===== src/rtl/prog_fetch.sv =====
// -----------------------------------------------------------------------------
// prog_fetch
//   Program fetch sequencer. It owns a 256 x 16 program memory and feeds a
//   simple processor one instruction at a time. An immediate word follows an
//   mvi opcode. The processor's instruction-complete strobe (Done) advances
//   the sequence. A watchdog moves the block to an error state if Done never
//   arrives.
//
//   Optional feature: define FETCH_BREAKPOINT_EN to add a single address
//   breakpoint. The ports i_bp_valid, i_bp_addr and o_bp_hit exist only in
//   that build.
//
// Ports
//   i_clk      : clock; all state changes on the rising edge
//   i_rst_n    : asynchronous active-low reset
//   i_start    : one-cycle request to begin or resume issuing from o_pc
//   i_done     : processor instruction-complete strobe
//   i_ld_en    : program-memory write enable (honoured only when not busy)
//   i_ld_addr  : program-memory write address
//   i_ld_data  : program-memory write data
//   i_bp_valid : breakpoint enable                 (FETCH_BREAKPOINT_EN only)
//   i_bp_addr  : breakpoint address                (FETCH_BREAKPOINT_EN only)
//   o_bp_hit   : sequencer stopped on a breakpoint (FETCH_BREAKPOINT_EN only)
//   o_din      : word presented to the processor (instruction or immediate)
//   o_run      : processor enable
//   o_pc       : address of the next word to be fetched
//   o_busy     : high in ISSUE, IMM and WAIT
//   o_halted   : a halt opcode (or a breakpoint) stopped the sequencer
//   o_err      : the watchdog expired while waiting for Done
// -----------------------------------------------------------------------------
module prog_fetch (
  input  logic        i_clk,
  input  logic        i_rst_n,
  input  logic        i_start,
  input  logic        i_done,
  input  logic        i_ld_en,
  input  logic [7:0]  i_ld_addr,
  input  logic [15:0] i_ld_data,
`ifdef FETCH_BREAKPOINT_EN
  input  logic        i_bp_valid,
  input  logic [7:0]  i_bp_addr,
  output logic        o_bp_hit,
`endif
  output logic [15:0] o_din,
  output logic        o_run,
  output logic [7:0]  o_pc,
  output logic        o_busy,
  output logic        o_halted,
  output logic        o_err
);

  localparam logic [2:0] S_IDLE  = 3'd0;
  localparam logic [2:0] S_ISSUE = 3'd1;
  localparam logic [2:0] S_IMM   = 3'd2;
  localparam logic [2:0] S_WAIT  = 3'd3;
  localparam logic [2:0] S_HALT  = 3'd4;
  localparam logic [2:0] S_ERR   = 3'd5;

  localparam logic [3:0] OP_MVI  = 4'b0001;
  localparam logic [3:0] OP_HALT = 4'b1111;

  // The watchdog holds 0..7 while waiting. The eighth Done-less WAIT cycle
  // is the one that trips it.
  localparam logic [3:0] WD_LAST = 4'd7;

  logic [15:0] r_mem [0:255];

  logic [2:0]  r_state;
  logic [2:0]  w_next_state;
  logic [15:0] r_din;
  logic [7:0]  r_pc;
  logic [3:0]  r_wd;
  logic        r_halted;
  logic        r_err;

  logic        w_fetch;
  logic        w_set_halt;
  logic        w_set_err;
  logic        w_clr_flags;
  logic        w_wd_clr;
  logic        w_wd_inc;
  logic        w_stopped;
  logic        w_mem_we;
  logic        w_bp_stop;

  // Memory may only be loaded while the sequencer is stopped.
  assign w_stopped = (r_state == S_IDLE) || (r_state == S_HALT) || (r_state == S_ERR);
  assign w_mem_we  = i_ld_en && w_stopped;

`ifdef FETCH_BREAKPOINT_EN
  logic r_bp_hit;
  // Compare against the address about to be fetched, so resuming restarts
  // exactly at the breakpoint word.
  assign w_bp_stop = i_bp_valid && (r_pc == i_bp_addr);
`else
  assign w_bp_stop = 1'b0;
`endif

  always_comb begin
    w_next_state = r_state;
    w_fetch      = 1'b0;
    w_set_halt   = 1'b0;
    w_set_err    = 1'b0;
    w_clr_flags  = 1'b0;
    w_wd_clr     = 1'b0;
    w_wd_inc     = 1'b0;
    case (r_state)
      S_IDLE, S_HALT, S_ERR: begin
        if (i_start) begin
          w_fetch      = 1'b1;
          w_clr_flags  = 1'b1;
          w_next_state = S_ISSUE;
        end
      end
      S_ISSUE: begin
        if (r_din[3:0] == OP_HALT) begin
          w_set_halt   = 1'b1;
          w_next_state = S_HALT;
        end else if (r_din[3:0] == OP_MVI) begin
          w_fetch      = 1'b1;
          w_next_state = S_IMM;
        end else begin
          w_wd_clr     = 1'b1;
          w_next_state = S_WAIT;
        end
      end
      S_IMM: begin
        w_wd_clr     = 1'b1;
        w_next_state = S_WAIT;
      end
      S_WAIT: begin
        if (i_done) begin
          if (w_bp_stop) begin
            w_set_halt   = 1'b1;
            w_next_state = S_HALT;
          end else begin
            w_fetch      = 1'b1;
            w_next_state = S_ISSUE;
          end
        end else begin
          w_wd_inc = 1'b1;
          if (r_wd == WD_LAST) begin
            w_set_err    = 1'b1;
            w_next_state = S_ERR;
          end
        end
      end
      default: w_next_state = S_IDLE;
    endcase
  end

  // The memory has no reset, so that it can map onto block RAM. On a cycle
  // where a write and a fetch happen together, the fetch below returns the
  // pre-write word.
  always_ff @(posedge i_clk) begin
    if (w_mem_we) begin
      r_mem[i_ld_addr] <= i_ld_data;
    end
  end

  always_ff @(posedge i_clk or negedge i_rst_n) begin
    if (!i_rst_n) begin
      r_state  <= S_IDLE;
      r_din    <= 16'h0000;
      r_pc     <= 8'h00;
      r_wd     <= 4'h0;
      r_halted <= 1'b0;
      r_err    <= 1'b0;
    end else begin
      r_state <= w_next_state;
      if (w_fetch) begin
        r_din <= r_mem[r_pc];
        r_pc  <= r_pc + 8'd1;  // natural 8-bit wrap 255 -> 0
      end
      if (w_wd_clr) begin
        r_wd <= 4'h0;
      end else if (w_wd_inc) begin
        r_wd <= r_wd + 4'd1;
      end
      if (w_clr_flags) begin
        r_halted <= 1'b0;
        r_err    <= 1'b0;
      end else begin
        if (w_set_halt) r_halted <= 1'b1;
        if (w_set_err)  r_err    <= 1'b1;
      end
    end
  end

`ifdef FETCH_BREAKPOINT_EN
  always_ff @(posedge i_clk or negedge i_rst_n) begin
    if (!i_rst_n) begin
      r_bp_hit <= 1'b0;
    end else if (w_clr_flags) begin
      r_bp_hit <= 1'b0;
    end else if ((r_state == S_WAIT) && i_done && w_bp_stop) begin
      r_bp_hit <= 1'b1;
    end
  end
  assign o_bp_hit = r_bp_hit;
`endif

  // Run drops in the same cycle that a halt opcode is presented. The
  // processor therefore never loads the halt word as an instruction.
  assign o_run  = ((r_state == S_ISSUE) && (r_din[3:0] != OP_HALT)) ||
                  (r_state == S_IMM) || (r_state == S_WAIT);
  assign o_busy = (r_state == S_ISSUE) || (r_state == S_IMM) || (r_state == S_WAIT);

  assign o_din    = r_din;
  assign o_pc     = r_pc;
  assign o_halted = r_halted;
  assign o_err    = r_err;

endmodule

===== config.mk =====
export PLATFORM = sky130hd
export DESIGN_NAME = prog_fetch
export DESIGN_NICKNAME = d
export VERILOG_FILES = /design/src/rtl/prog_fetch.sv
export SDC_FILE = /design/constraint.sdc
export NUM_CORES = 2
export LEC_CHECK = 0
export ABC_CLOCK_PERIOD_IN_PS = 2660
export BUFFER_PORTS_ARGS = -buffer_cell sky130_fd_sc_hd__buf_2
export CORE_UTILIZATION = 45
export DETAILED_ROUTE_END_ITERATION = 16
export SLEW_MARGIN = 20
export SYNTH_ARGS = -nofsm -noshare
export SYNTH_HDL_FRONTEND = slang
export SYNTH_SLANG_ARGS = --single-unit

===== constraint.sdc =====
create_clock -name i_clk -period 2.66 [get_ports i_clk]
set_input_delay 0.266 -clock i_clk [delete_from_list [all_inputs] [get_ports i_clk]]
set_output_delay 0.266 -clock i_clk [all_outputs]
set_load 0.02 [all_outputs]

==> impl_metrics.py <==
metrics = {
    "run_status": {
        "status": "complete, but fails checks",
        "failed_checks": "negative setup slack",
    },
    "setup_path": {
        "r2r_start": "o_pc[0]",
        "crit_end": "o_din[7]",
        "r2r_slack_ps": -710,
        "start_kind": "register",
        "r2r_end": "o_din[7]",
        "worstPathArrival_ps": 4210,
        "cp.required_ps": 3500,
        "crit_start": "o_pc[0]",
        "critPathKind": "reg2reg",
        "reg2reg_depth": 12,
        "worstSetupEndpointType": "register",
        "worst-path-max-fanout": 6,
    },
    "finish": {
        "fin_util_pct": 55.1,
        "area_delta_synth_final_pct": 21.8,
        "fin_cells": 13671,
        "fin_nets": 8622,
        "layout-drive-gt1-share_pct": 36.5,
    },
    "sta": {
        "skew_ps": 57.9,
        "fin_crit_ps": 3370,
        "clock.fmax_mhz": 297,
        "tns_ps": -9450,
        "tightest_slew_ps": 1070,
        "period_share_pct": 127,
        "whs_ps": 221,
        "hold_violations": 0,
        "setup_viol": 17,
        "timing.final.ws_setup_ps": -707,
        "drv_slew": 0,
        "slew_headroom_pct": 27.0,
        "rsz0062_at_grt": "true",
    },
    "placed_design": {
        "dp.cells": 12765,
        "io_buffers": 56,
        "dp_hpwl_mm": 300,
        "gp_congestion": 0.911,
    },
    "pwr": {
        "p_leak_nw": 63.1,
        "peakVddDrop_mv": 0.794,
        "power.density_nw_per_um2": 1010,
    },
    "synthesis": {
        "synth_fp_nets": 7239,
        "synthCells": 7208,
        "synth_edf_count": 4096,
        "synth-main-ff-cell": "edfxtp_1",
        "ys_async_sr_fraction_pct": 0.799,
        "synth_area_um2": 159000,
        "synth_area_leaders": "edfxtp_1 77%, mux4_2 13%, mux2i_1 2.6%",
        "yosysWarnings": 0,
        "ys_types": 74,
        "synth_top_area_share_pct": 77.1,
        "ys_seq_area_share_pct": 77.6,
        "ys_seq_elements": 4129,
        "synth_area_leader_cell": "edfxtp_1",
        "syn_avg_cell_area_um2": 22.1,
    },
    "clock_network": {
        "cts.sink_count": 4129,
        "h-tree-depth": 5,
        "cts_inserted_buffers": 416,
        "clk_pin_slew_worst_paths_ps": 60,
        "clkLatencyLatePin_ps": 980,
        "cts_root_buf": "clkbuf_16",
        "cts_tree": "done",
        "cts_buffer_depth": 4,
    },
    "grt": {
        "grt-ovfl-total": 0,
        "grt_max_degree": 137,
        "grt_use_total_pct": 26.4,
        "grt_pass1_vias": 82543,
        "antenna_found_initial": 34,
        "grt_first_pass_wirelength_mm": 659,
    },
    "floorplan": {
        "start_util_pct": 45.2,
        "rows": 218,
        "die_h_um": 597,
        "die_w_um": 597,
        "dieArea_um2": 357000,
        "ioPinCount": 57,
        "core_area_um2": 353000,
    },
    "detailed_routing": {
        "routed_wirelength_mm": 477,
        "vias": 84105,
        "drtAntennaViolNets": 0,
        "drtPass1Iterations": 6,
        "drtIter0Drc": 12260,
        "vias_per_cell": 6.15,
        "drc": 0,
        "wire_per_inst_um": 34.9,
    },
    "run": {
        "maxCapViolations": 0,
    },
    "min_path": {
        "timing.hold.worst.class": "in2reg",
        "holdPathStages": 5,
    },
}
==> Yosys cell counts (all sizes together), types with 10 or more instances <==
cell / count
edfxtp: 4096
mux4: 949
mux2i: 422
nor2: 330
buf: 276
nand2: 148
clkbuf: 138
a21oi: 109
o21ai: 92
a22oi: 70
o22ai: 61
a211oi: 59
a221oi: 59
nand3: 46
nor2b: 44
dfrtp: 33
mux2: 25
o221ai: 20
a31oi: 18
a2111oi: 17
nor3: 15
o211ai: 14
and2: 12
a311oi: 10
==> cells in the final DEF (no fill, tap or decap), drive strengths merged, types with 14 or more instances in the layout <==
cell type,instances
a2111oi,17
a211oi,59
a21oi,109
a221oi,59
a22oi,70
a31oi,18
buf,1344
bufinv,42
clkbuf,513
clkinv,186
dfrtp,33
diode,16
dlygate4sd3,21
edfxtp,4096
inv,20
mux2,25
mux2i,422
mux4,949
nand2,148
nand3,46
nor2,330
nor2b,44
nor3,15
o211ai,14
o21ai,92
o221ai,20
o22ai,61
==> kinds of logic after synthesis <==
kind of cell	count (synthesis)	share of synthesized area, %
DFF	4129	77.6
muxes	1396	16.2
xor gates and xnor gates	10	0.0549
AOI/OAI and AO/OA	611	2.65
and+or+nand+nor	637	1.71
adders and majority gates	2	0.0157
buffers and inverters	423	1.71
==> worst min-delay path by stage <==
stage	startpoint	endpoint	slack, ps
final	i_ld_addr[2]	r_mem[28][8]	220
after global routing	i_ld_addr[2]	r_mem[126][8]	180
after CTS	i_ld_addr[2]	r_mem[29][8]	130
after detailed placement	i_rst_n	o_err	390
after global placement	i_rst_n	r_state[1]	390
after floorplan	i_rst_n	o_din[0]	-30
==> through the flow <==
stage / worst slack, ps / area, um^2 / total power, mW
after floorplan: -193 / 160000 / 106
after global placement: -1520 / 178000 / 133
after detailed placement: -1390 / 178000 / 134
final: -707 / 194000 / 196
after CTS: -667 / 193000 / 194
after global routing: -701 / 194000 / 201
==> layout make-up <==
class                   count  area (um^2)
fillers                 26187       158000
flip-flops and latches   4129       124000
multi-input cells        2656        34300
repair buffers           1379        16700
clock buffers             504        10900
well taps                4730         5920
clock inverters           248         2520
inverters                   9         57.6
diodes                     16         40.0
==> state kept, by name (all words and copies together) (netlist names) <==
register	flops
r_wd	4
r_mem	4096
o_din	16
o_err	1
o_halted	1
o_pc	8
r_state	3
==> report_power, final <==
part           leakage (nW)  internal [mW]  switching (mW)  total (mW)
combinational          19.3           30.5            35.2        65.7
sequential             37.2           71.8           0.351        72.1
clock                  6.61           33.4            24.9        58.3
==> repair_timing <==
action | 4_1_cts | 5_1_grt
gates cloned | 8 | 8
setup endpoints to repair | 1969 | 1426
hold buffers | 22 | 0
pin swaps | 19 | 29
hold endpoints to repair | 1522 | 0
setup buffers | 35 | 69
resized for setup | 129 | 143
==> critical path: stages (launching register included) <==
cell and delay (ps):
dfrtp_4 500, buf_12 170, buf_16 160, buf_16 150, buf_12 130, buf_6 110
mux4_2 400, mux4_2 630, nor2_4 160, nor2_4 60, a211oi_4 450, buf_4 180
o311ai_1 80
==> layer usage <==
metal  part of all wire, %  GRT usage, %  routed length, um
met1                    40          37.7             189000
met2                    47          41.0             222000
met3                    10          5.52              48600
met4                   3.6          8.66              17300
met5                 0.013             0                 63
Power figures use the tool's default switching activity.
